**src/rtl/uart_rx.sv**
```systemverilog
// UART 8N1 receiver: 2-flop input synchronizer, mid-bit sampling deframer and a
// first-word-fall-through receive FIFO with sticky framing/overrun flags.
module uart_rx #(
  parameter int CLK_FREQ   = 10_000_000,
  parameter int BAUD       = 9600,
  parameter int FIFO_DEPTH = 8
) (
  input  logic                          clk,
  input  logic                          rst,
  input  logic                          rx,
  input  logic                          rd_en,
  input  logic                          clr_err,
  output logic [7:0]                    rd_data,
  output logic                          rx_empty,
  output logic                          rx_full,
  output logic [$clog2(FIFO_DEPTH):0]   rx_count,
  output logic                          frame_err,
  output logic                          overrun_err,
  output logic                          rx_irq
);

  localparam int CLKS_PER_BIT = CLK_FREQ / BAUD;
  localparam int HALF_BIT     = CLKS_PER_BIT / 2;
  localparam int CNT_W        = $clog2(CLKS_PER_BIT);
  localparam int PTR_W        = (FIFO_DEPTH > 1) ? $clog2(FIFO_DEPTH) : 1;
  localparam int CNT_FW       = $clog2(FIFO_DEPTH) + 1;

  typedef enum logic [2:0] {
    S_IDLE,
    S_START,
    S_DATA,
    S_STOP,
    S_WAIT_IDLE
  } state_t;

  state_t             state, state_nxt;
  logic               rx_p0, rx_p1;
  logic               rxs;
  logic [CNT_W-1:0]   cnt;
  logic [2:0]         idx;
  logic [7:0]         shift;
  logic               cnt_clr, bit_smp, push, frame_evt;
  logic [7:0]         mem [FIFO_DEPTH];
  logic [PTR_W-1:0]   wr_ptr, rd_ptr;
  logic               pop_ok, push_ok, overrun_evt;

  // Stage p0/p1: metastability synchronizer, idles high
  always_ff @(posedge clk or posedge rst) begin
    if (rst) begin
      rx_p0 <= 1'b1;
      rx_p1 <= 1'b1;
    end else begin
      rx_p0 <= rx;
      rx_p1 <= rx_p0;
    end
  end

  assign rxs = rx_p1;

  // Deframer control
  always_comb begin
    state_nxt = state;
    cnt_clr   = 1'b0;
    bit_smp   = 1'b0;
    push      = 1'b0;
    frame_evt = 1'b0;
    case (state)
      S_IDLE: begin
        if (!rxs) begin
          state_nxt = S_START;
          cnt_clr   = 1'b1;
        end
      end
      S_START: begin
        if (cnt == CNT_W'(HALF_BIT - 1)) begin
          cnt_clr   = 1'b1;
          state_nxt = rxs ? S_IDLE : S_DATA;
        end
      end
      S_DATA: begin
        if (cnt == CNT_W'(CLKS_PER_BIT - 1)) begin
          cnt_clr = 1'b1;
          bit_smp = 1'b1;
          if (idx == 3'd7) state_nxt = S_STOP;
        end
      end
      S_STOP: begin
        if (cnt == CNT_W'(CLKS_PER_BIT - 1)) begin
          cnt_clr = 1'b1;
          if (rxs) begin
            push      = 1'b1;
            state_nxt = S_IDLE;
          end else begin
            frame_evt = 1'b1;
            state_nxt = S_WAIT_IDLE;
          end
        end
      end
      S_WAIT_IDLE: begin
        if (rxs) state_nxt = S_IDLE;
      end
      default: state_nxt = S_IDLE;
    endcase
  end

  always_ff @(posedge clk or posedge rst) begin
    if (rst) begin
      state <= S_IDLE;
      cnt   <= '0;
      idx   <= '0;
    end else begin
      state <= state_nxt;
      cnt   <= cnt_clr ? '0 : cnt + CNT_W'(1);
      if (state != S_DATA) idx <= '0;
      else if (bit_smp)    idx <= idx + 3'd1;
    end
  end

  always_ff @(posedge clk) begin
    if (bit_smp) shift[idx] <= rxs;
  end

  // Receive FIFO; a pop on an empty FIFO is ignored even when a push lands
  assign pop_ok      = rd_en && !rx_empty;
  assign push_ok     = push && (!rx_full || pop_ok);
  assign overrun_evt = push && rx_full && !pop_ok;

  always_ff @(posedge clk or posedge rst) begin
    if (rst) begin
      wr_ptr   <= '0;
      rd_ptr   <= '0;
      rx_count <= '0;
      for (int i = 0; i < FIFO_DEPTH; i++) mem[i] <= 8'h00;
    end else begin
      if (push_ok) begin
        mem[wr_ptr] <= shift;
        wr_ptr      <= (wr_ptr == PTR_W'(FIFO_DEPTH - 1)) ? '0 : wr_ptr + PTR_W'(1);
      end
      if (pop_ok)
        rd_ptr <= (rd_ptr == PTR_W'(FIFO_DEPTH - 1)) ? '0 : rd_ptr + PTR_W'(1);
      case ({push_ok, pop_ok})
        2'b10:   rx_count <= rx_count + CNT_FW'(1);
        2'b01:   rx_count <= rx_count - CNT_FW'(1);
        default: rx_count <= rx_count;
      endcase
    end
  end

  // Sticky error flags; a new event beats a simultaneous clear
  always_ff @(posedge clk or posedge rst) begin
    if (rst) begin
      frame_err   <= 1'b0;
      overrun_err <= 1'b0;
    end else begin
      if (frame_evt)    frame_err <= 1'b1;
      else if (clr_err) frame_err <= 1'b0;
      if (overrun_evt)  overrun_err <= 1'b1;
      else if (clr_err) overrun_err <= 1'b0;
    end
  end

  assign rd_data  = mem[rd_ptr];
  assign rx_empty = (rx_count == '0);
  assign rx_full  = (rx_count == CNT_FW'(FIFO_DEPTH));
  assign rx_irq   = !rx_empty;

endmodule

```
**config.mk**
```make
export PLATFORM = sky130hd
export DESIGN_NAME = uart_rx
export DESIGN_NICKNAME = d
export VERILOG_FILES = /design/src/rtl/uart_rx.sv
export SDC_FILE = /design/constraint.sdc
export NUM_CORES = 1
export LEC_CHECK = 0
export ABC_AREA = 0
export CAP_MARGIN = 10
export CORE_ASPECT_RATIO = 0.7
export CORE_UTILIZATION = 65
export CTS_CLUSTER_SIZE = 12
export DETAILED_ROUTE_END_ITERATION = 16
export PLACE_DENSITY = 0.85
export SLEW_MARGIN = 10
export SYNTH_ARGS = -nofsm -noshare
export SYNTH_HDL_FRONTEND = slang
export SYNTH_SLANG_ARGS = --single-unit
```
**constraint.sdc**
```tcl
create_clock -name clk -period 4.85 [get_ports clk]
set_input_delay 0.97 -clock clk [delete_from_list [all_inputs] [get_ports clk]]
set_output_delay 0.97 -clock clk [all_outputs]
set_load 0.05 [all_outputs]
```
# Yosys cells after proc, flatten, opt, wreduce, memory -nomap -nowiden
# Cells that the tools add are included.
# word_totals
regBits,103
inputBits,5
output_inout_bits,17
# classes
n_reduce_logical,18
magnitude_cmp,5
n_bitwise,2
n_eq_ne,19
n_addsub,6
mux,37
# op_table
cell,n
$bwmux W64,1
$mux W3,11
$bmux W8 S3,1
$demux W8 S3,1
$mux W8,3
$pmux W3 S5,1
$mux W1,13
$eq A3 B3 Y1 const B,4
$ne A2 B2 Y1 const B,6
$add A11 B1 Y11 const B,1
$eq A11 B10 Y1 const B,1
$eq A11 B11 Y1 const B,1
$mux W11,1
$add A3 B1 Y3 const B,3
$bwmux W8,1
$ge A4 B4 Y1 const B,2
$not A3 Y4,2
$pmux W4 S2,1
$reduce_bool A2 Y1,4
$eq A3 B2 Y1 const B,2
$logic_and A1 B1 Y1,6
$reduce_and A6 Y1,1
$add A4 B1 Y4 const B,1
$eq A4 B4 Y1 const B,1
other kinds (16),18

# Logic depth before layout (Yosys ltp)
# Gate-level depths: netlist of run 1.
# logic_depth
ltp_word,7
ltp_mapped,11
mapped_depth_nobuf,11

# Worst setup path after synthesis of run 1
# Ideal clock, no wire load.
# synth_path
kind,register to register
startpoint,register cnt[2]
endpoint,register rx_count[2]
setup_ns,0.147
stages_incl_launch_ff,12
path_slack_ns,1.816
period_less_slack_ns,3.034
t_required_ns,4.703
arrival_time_ns,2.887
n_path_buf,1
cell_sequence,dfrtp_1 clkbuf_1 and4bb_1 nand4_2 or4b_2 ha_1 xor2_1 ha_1 a21oi_1 xor2_1 nor2_1 xor2_1
# synth_via
elab_chain_len,6
elab_cells_between_ends,8
# synth_lines
item,line_no,rtl
start: declaration,39,logic [CNT_W-1:0] cnt;
start signal: assignment,113,cnt <= cnt_clr ? '0 : cnt + CNT_W'(1);
$eq A11 B11 Y1 (*),88,if (cnt == CNT_W'(CLKS_PER_BIT - 1)) begin
$mux W1 (*),88,
$mux W1 (*),67,case (state)
$logic_and A1 B1 Y1 (*),125,assign push_ok = push && (!rx_full || pop_ok);
$eq A2 B1 Y1 or $eq A2 B2 Y1 (tied branches),141,"case ({push_ok, pop_ok})"
$pmux W4 S2 or $reduce_bool A2 Y1 (tied branches),--,
end signal: assignment,142,2'b10: rx_count <= rx_count + CNT_FW'(1);
end signal: assignment,143,2'b01: rx_count <= rx_count - CNT_FW'(1);
end signal: assignment,144,default: rx_count <= rx_count;
end: declaration,16,"output logic [$clog2(FIFO_DEPTH):0] rx_count,"
# Every way passes the cells marked *; elsewhere a longest branch is shown, timed or not.
# A chain may end at the register's enable or synchronous reset.

# Worst setup path in the final report of run 1
# layout_path
startpoint,register rd_ptr[0]
endpoint,output rd_data[6]
# layout_via
elab_chain_len,4
# layout_lines
item,line_no,rtl
start: declaration,44,"logic [PTR_W-1:0] wr_ptr, rd_ptr;"
start signal: assignment,140,rd_ptr <= (rd_ptr == PTR_W'(FIFO_DEPTH - 1)) ? '0 : rd_ptr + PTR_W'(1);
$not A3 Y4 (implied by the code),162,assign rd_data = mem[rd_ptr];
$bmux W8 S3,162,
$mux W8 (implied by the code) (2 in a row),162,
end: declaration,13,"output logic [7:0] rd_data,"
# No other way between the ends. The select of a mux whose other input is x is not followed.

==> results of run 1 <==
[placed cells by master, fill, tap and decap left out, types with 2 or more instances in the layout]
cell             instances
or3b_2                   2
nand3_1                  4
nand2_1                 12
xnor2_1                  8
bufinv_16                2
mux4_2                  16
nor3b_1                  4
o21ai_0                  3
edfxtp_1                 8
inv_1                    9
clkinv_4                 3
mux2_4                  56
ha_1                    11
nand4_1                  6
buf_4                    6
nor2b_1                  3
dfrtp_1                 93
or4_1                    3
and4_1                   2
clkbuf_16                9
xor2_1                   7
nor2_1                  17
or4b_1                   2
clkdlybuf4s50_1         21
nor3_1                  16
mux2_2                  22
mux2i_1                  2
nand2b_1                 2
a21oi_1                  3
or3_1                   10
dfstp_2                  2
[through the flow]
step / cell area [sq um] / cells / total power [mW]
3_5_place_dp: 5455 / 469 / 0.9107
3_3_place_gp: 5455 / 469 / 0.9100
5_1_grt: 5778 / 485 / 1.709
2_1_floorplan: 5209 / 363 / 0.9005
6_report: 5778 / 485 / 1.663
4_1_cts: 5778 / 485 / 1.676
[registers in the layout, indices dropped and copies added, names as in the netlist]
name / count
wr_ptr: 3
rx_p0: 1
rd_ptr: 3
rx_p1: 1
rx_count: 4
cnt: 11
frame_err: 1
idx: 3
overrun_err: 1
mem: 64
shift: 8
state: 3
[area by class of cell]
cell class,count,area [sq um]
clock inverter,7,97.59
timing repair buffer,27,255.2
fill,438,1737
sequential,103,2620
inverter,10,38.79
tap,98,122.6
clock buffer,9,225.2
multi-input combinational,231,2419
[power by group]
group | internal, mW | total [mW] | switching (mW)
Clock | 0.453 | 0.770 | 0.317
Combinational | 0.00458 | 0.0211 | 0.0165
Sequential | 0.869 | 0.872 | 0.00244
Total | 1.33 | 1.66 | 0.336
[layer usage]
metal	global-route usage, %	up-vias	wire, microns
met5	0	-	0
met4	8.514	0	127
met3	7.058	14	571
met2	42.08	91	4787
met1	38.41	1558	4543
li1	-	1368	-
[path summary, 6_finish.rpt]
| path | end | depth (start not counted) | slack (ns) |
|---|---|---|---|
| worst max register to register | rx_count[2] | 10 | 1.55 |
| min in group asynchronous | rx_count[3] | 3 | 1.05 |
| worst max-delay path | rd_data[6] | 4 | 1.09 |
| worst min-delay path | rx_p1 | 0 | 0.36 |
| max in group asynchronous | mem[50] | 3 | 3.21 |
| worst min register to register | rx_p1 | 0 | 0.36 |
[worst register-to-register path, cell delays in order (launching register included)]
cell	delay [ns]
dfrtp_1	0.46
nor4_4	0.44
nand4_2	0.34
or4b_2	0.79
ha_1	0.28
xor2_1	0.17
ha_1	0.19
a21oi_1	0.15
xor2_1	0.16
nor2_1	0.06
xor2_1	0.14
[cells by family after synthesis]
logic type | count (synthesis) | synth area share [%]
AOI/OAI and AO/OA | 16 | 2.498
xor gates and xnor gates | 15 | 2.522
adders and majority gates | 11 | 2.642
buffers and inverters | 29 | 3.291
DFF | 103 | 50.30
muxes | 96 | 28.20
and+or+nand+nor | 93 | 10.55
==> metrics.md, run 1 <==
| Metric | Value |
|---|---|
| Clk_lat worst skew | around 0.35 ns |
| Layout cells sized above 1 | around a third |
| Min-delay src | rx_p0 |
| Highest clock rate | about 0.27 GHz |
| Register area share after synthesis | between 50% and 60% |
| Syn Area/Cell | between 10 and 15 sq um |
| Final Cycle Share | 77.43% |
| Core Footprint | approximately 7500 sq um |
| Area grow syn2layout | 10.93% |
| Detailed-route via count | roughly 3000 |
| Global Route Usage Sum | 27.40% |
| Die Wd | roughly 110 microns |
| Top FF cell, synth | dfrtp_1 |
| Worst setup startpoint | rd_ptr[0] |
| CTS hold repair buffers | 0 |
| Crit. End Element | primary output |
| Yosys top cell area share | between 40% and 50% |
| Syn Nets | about 380 |
| Type of origin of the critical path | flop |
| Ant. Diodes | 0 |
| Status | finished, final reports clean |
| Slack of the critical path | about 1.1 ns |
| Delay of the slowest critical-path stage | 0.70 ns |
| Final Max Slew Viols | 0 |
| PortBufs | 21 |
| Crit path DAT | 2.79 ns |
| Worst path slowest cell | clkdlybuf4s50_1 |
| CTS clk-pin slew, worst paths | around 0.07 ns |
| Max-cap violations | 0 |
| CTS tree | yes |
| Pre-CTS setup slack | about 1.3 ns |
| Clock Sinks | slightly above 100 |
| Max IR drop VDD | between 0.2 and 0.3 mV |
| Hpwl dp | approximately 6600 microns |
| Area contributors post-synth | dfrtp_1 (45%), mux2_4 (16%), mux4_2 (6.9%) |
| Clk root buf | clkbuf_16 |
| Number of synthesized flops with an enable pin | 8 |
| Synth warn | 0 |
| CP cell instances | buf_4 -> mux4_2 -> mux2_2 -> clkdlybuf4s50_1 |
| Final Skew | roughly 0.0086 ns |
| Slew of the pin with the lowest slew margin | about 0.94 ns |
| Hold Path Class | flop to flop |
| Setup-failing EPs final | 0 |
| Pin count of the biggest net entering global routing | 59 |
| Synthesized area | around 5200 sq um |
| PwrDens | 287.7 nW/um^2 |
| Final core utilization | 76.89% |
| Final Hold Viols | 0 |
| Leak | ~2.8 nW |
| Min Clock Period, post-route | 3.755 ns |
| Cts repair resizes | 0 |
| Maximum clock path buffer count | 2 |
| CTS Buf Count | 9 |
| Initial Utilization | a little under 70% |
| Ys async rst share | ~92% |
| Layout Nets | just under 400 |
| Post-synthesis cell type count | 51 |
| Die ar. | 8381 sq um |
| Residual DRC | 0 |
| FP Rows | 26 |
| Post-synthesis register bit count | 103 |
| Ports | 22 |
| RSZ-0062 raised after global routing | false |
| Buffers inserted by post-CTS timing repair | 0 |
| First drt pass iteration count | 4 |
| Kind of critical path | flop to primary output |
| Routed wire length | 10030 microns |
| Mapped Cells | about 360 |
| Worst endpoint required time | ~3.9 ns |
| WL/cell | ~21 microns |
| Slew margin rel. | a little under two fifths |
| Antenna Nets Post-Route | 0 |
| WP buf/inv | 2 |
| Vias per inst | 6.249 |
| Iteration-0 DRC Markers | ~220 |
| R2R Path Start | cnt[3] |
| Top post-synthesis cells by count | dfrtp_1 (93), mux2_4 (56), mux2_2 (22) |
| Cell with the most instances after synthesis | dfrtp_1 |
| Final TNS setup | 0 ns |
| Vias in the first global route | roughly 3200 |
| First-pass GRT wire length | 16780 microns |
| Chip Height | roughly 77 microns |
| Final RePlAce weighted congestion | approximately 0.79 |
| CP Max Fanout | 10 |
| Initial antenna violation count | 0 |
| Fin Hold WS | between 0.3 and 0.4 ns |
| GR Overflow Total | 0 |
| H-tree depth | 3 |
| Cell taking the most area after synthesis | dfrtp_1 |
| Crit-path leading delay family | buffers and inverters |
Note: power is estimated with default switching activity, not from simulation.
==> run 2: changes to the inputs <==
CORE_UTILIZATION = 55   (was 65)
PLACE_DENSITY = 0.76   (was 0.85)
clock period = 3.45 ns   (was 4.85 ns; I/O delays follow)
==> metrics.md, run 2 (synthesis results as in run 1) <==
| Metric | Value |
|---|---|
| Final Skew | around 0.011 ns |
| Pre-CTS setup slack | 0.1758 ns |
| Chip Height | roughly 83 microns |
| Power Internal | 1.792 mW |
| Setup-failing EPs final | 0 |
| CTS tree | yes |
| Antenna Nets Post-Route | 0 |
| Sequential share of power | 54.2% |
| Layout cells sized above 1 | a little over a third |
| CTS hold repair buffers | 0 |
| Slew of the pin with the lowest slew margin | ~0.84 ns |
| Iteration-0 DRC Markers | 176 |
| PortBufs | 21 |
| Final RePlAce weighted congestion | just over 0.8 |
| R2R Setup Slk | 0.43 ns |
| Cts repair resizes | 0 |
| Fin Hold WS | between 0.3 and 0.4 ns |
| Clk_lat worst skew | 0.35 ns |
| Worst Reg-to-Reg Cells | 10 |
| Crit-path leading delay family | simple AND/OR/NAND/NOR gates |
| Detailed-route via count | just under 3000 |
| Hold Path Class | flop to flop |
| Die Wd | around 120 microns |
| Max-cap violations | 0 |
| Crit path DAT | around 3.3 ns |
| Pin count of the biggest net entering global routing | between 60 and 70 |
| Vias in the first global route | 3025 |
| Final Max Slew Viols | 0 |
| Non-Filler Instances | between 500 and 600 |
| CP Max Fanout | 5 |
| First-pass GRT wire length | around 17000 microns |
| CTS Buf Count | 9 |
| Top flop regs | mem x64, cnt x11, shift x8 |
| RSZ-0062 raised after global routing | false |
| Core Footprint | ~9100 sq um |
| GR Overflow Total | 0 |
| Leak | between 2 and 3 nW |
| Kind of critical path | flop to flop |
| Hpwl dp | about 6400 microns |
| H-tree depth | 3 |
| Clk root buf | clkbuf_16 |
| Clk pwr share | around 44% |
| Final Cycle Share | 87.42% |
| First drt pass iteration count | 4 |
| Fillers | around 710 |
| Worst path slowest cell | or4b_2 |
| Commonest cells after routing, fill and taps aside | dfrtp_1 (93), mux2_4 (56), mux2_2 (22), nor2_1 (17) |
| Sw Ratio | 20.65% |
| Min-delay src | rx_p0 |
| Routed wire length | roughly 9700 microns |
| Max reg flops | 64 |
| Layout Nets | 399 |
| Vias per inst | 5.793 |
| CP dominant cell by count | xor2_1 |
| Worst endpoint required time | ~3.7 ns |
| Residual DRC | 0 |
| Commonest non-fill, non-tap cell in the layout | dfrtp_1 |
| Slack of the critical path | 0.4342 ns |
| Slew margin rel. | a little over two fifths |
| Type of origin of the critical path | flop |
| Die ar. | just under 10000 sq um |
| Final TNS setup | 0 ns |
| Max IR drop VDD | 0.2639 mV |
| CP cell instances | nor4_4 -> nand4_2 -> or4b_2 -> ha_1 -> xor2_1 -> ha_1 -> a21oi_1 -> xor2_1 -> nor2_1 -> xor2_1 |
| CTS clk-pin slew, worst paths | 0.07 ns |
| Cells after DPL | 496 |
| Clock Sinks | 103 |
| Hold path depth | 0 |
| Final core utilization | between 60% and 70% |
| P_sw | 0.4664 mW |
| Global Route Usage Sum | between 20% and 30% |
| FP Rows | 29 |
| WL/cell | approximately 19 microns |
| Post-DP Area | 5488 sq um |
| End of the worst register-to-register path | rx_count[2] |
| Highest clock rate | approximately 0.33 GHz |
| Reg with most FFs | mem |
| Initial antenna violation count | 0 |
| Initial Utilization | between 50% and 60% |
| Delay of the slowest critical-path stage | ~0.72 ns |
| Maximum clock path buffer count | 2 |
| Worst hold endpoint | rx_p1 |
| Ant. Diodes | 0 |
| Crit. End Element | flop |
| Finished Cell Area | approximately 5800 sq um |
| Total power | around 2.3 mW |
| Area grow syn2layout | 10.93% |
| R2R Path Start | cnt[3] |
| Min Clock Period, post-route | roughly 3 ns |
| Ports | 22 |
| Status | finished, final reports clean |
| WP buf/inv | 0 |
| Final Hold Viols | 0 |
| Crit. path cell count | 10 |
| Logic pwr share | around 1.5% |
| Buffers inserted by post-CTS timing repair | 0 |
| PwrDens | between 300 and 400 nW/um^2 |
[run 2: cell types whose count changed in the layout (fill, tap and decap cells not counted), sizes merged]
| cell | before | now |
|---|---|---|
| clkbuf | 9 | 10 |
| bufinv | 2 | 1 |
| clkdlybuf4s50 | 21 | 13 |
| clkinv | 5 | 4 |
| inv | 9 | 10 |
| buf | 6 | 15 |
[run 2: worst register-to-register path, cell delays in order, from the launching register on]
cell,delay (ns)
dfrtp_1,0.46
nor4_4,0.43
nand4_2,0.15
or4b_2,0.72
ha_1,0.28
xor2_1,0.16
ha_1,0.18
a21oi_1,0.14
xor2_1,0.17
nor2_1,0.07
xor2_1,0.14
[run 2: worst max path at each step]
stage / from / endpoint
final: cnt[3] / rx_count[2]
after global routing: cnt[3] / rx_count[2]
after CTS: rx_count[0] / rx_full
after detailed placement: rd_en / rx_count[2]
after global placement: rd_en / rx_count[2]
after floorplan: rst / cnt[0]
[run 2: metal layers]
layer	vias to the layer above	part of all wire [%]	wire length, microns	GRT usage, %
met5	-	0	0	0
met3	8	4.5	437	4.739
met4	0	1.1	102	5.594
met2	54	46	4489	33.21
li1	1379	-	-	-
met1	1525	48	4670	32.85
[run 2: power groups by stage]
| stage | Sequential [mW] | Clock, mW | Combinational, mW |
|---|---|---|---|
| after floorplan | 1.25 | 0 | 0.0192 |
| after global placement | 1.25 | 0 | 0.0358 |
| after detailed placement | 1.25 | 0 | 0.0363 |
| after CTS | 1.22 | 1.02 | 0.0367 |
| after global routing | 1.22 | 1.07 | 0.0402 |
| final | 1.22 | 1.00 | 0.0344 |
[run 2: layout make-up]
class	instances	area, sq um	area share, %
Tap cell	124	155.1	2.685
Clock buffer	10	229.0	3.963
Sequential cell	103	2620	45.34
Inverter	10	38.79	0.6713
Timing Repair Buffer	28	255.2	4.418
Multi-Input combinational cell	231	2419	41.86
Clock inverter	6	61.31	1.061
==> run 3: changes to the inputs <==
ABC_CLOCK_PERIOD_IN_PS = 3450   (was unset)
GPL_ROUTABILITY_DRIVEN = 1   (was unset)
==> results of run 3 <==
The final DEF is identical to that of run 2; final timing and power are the same.
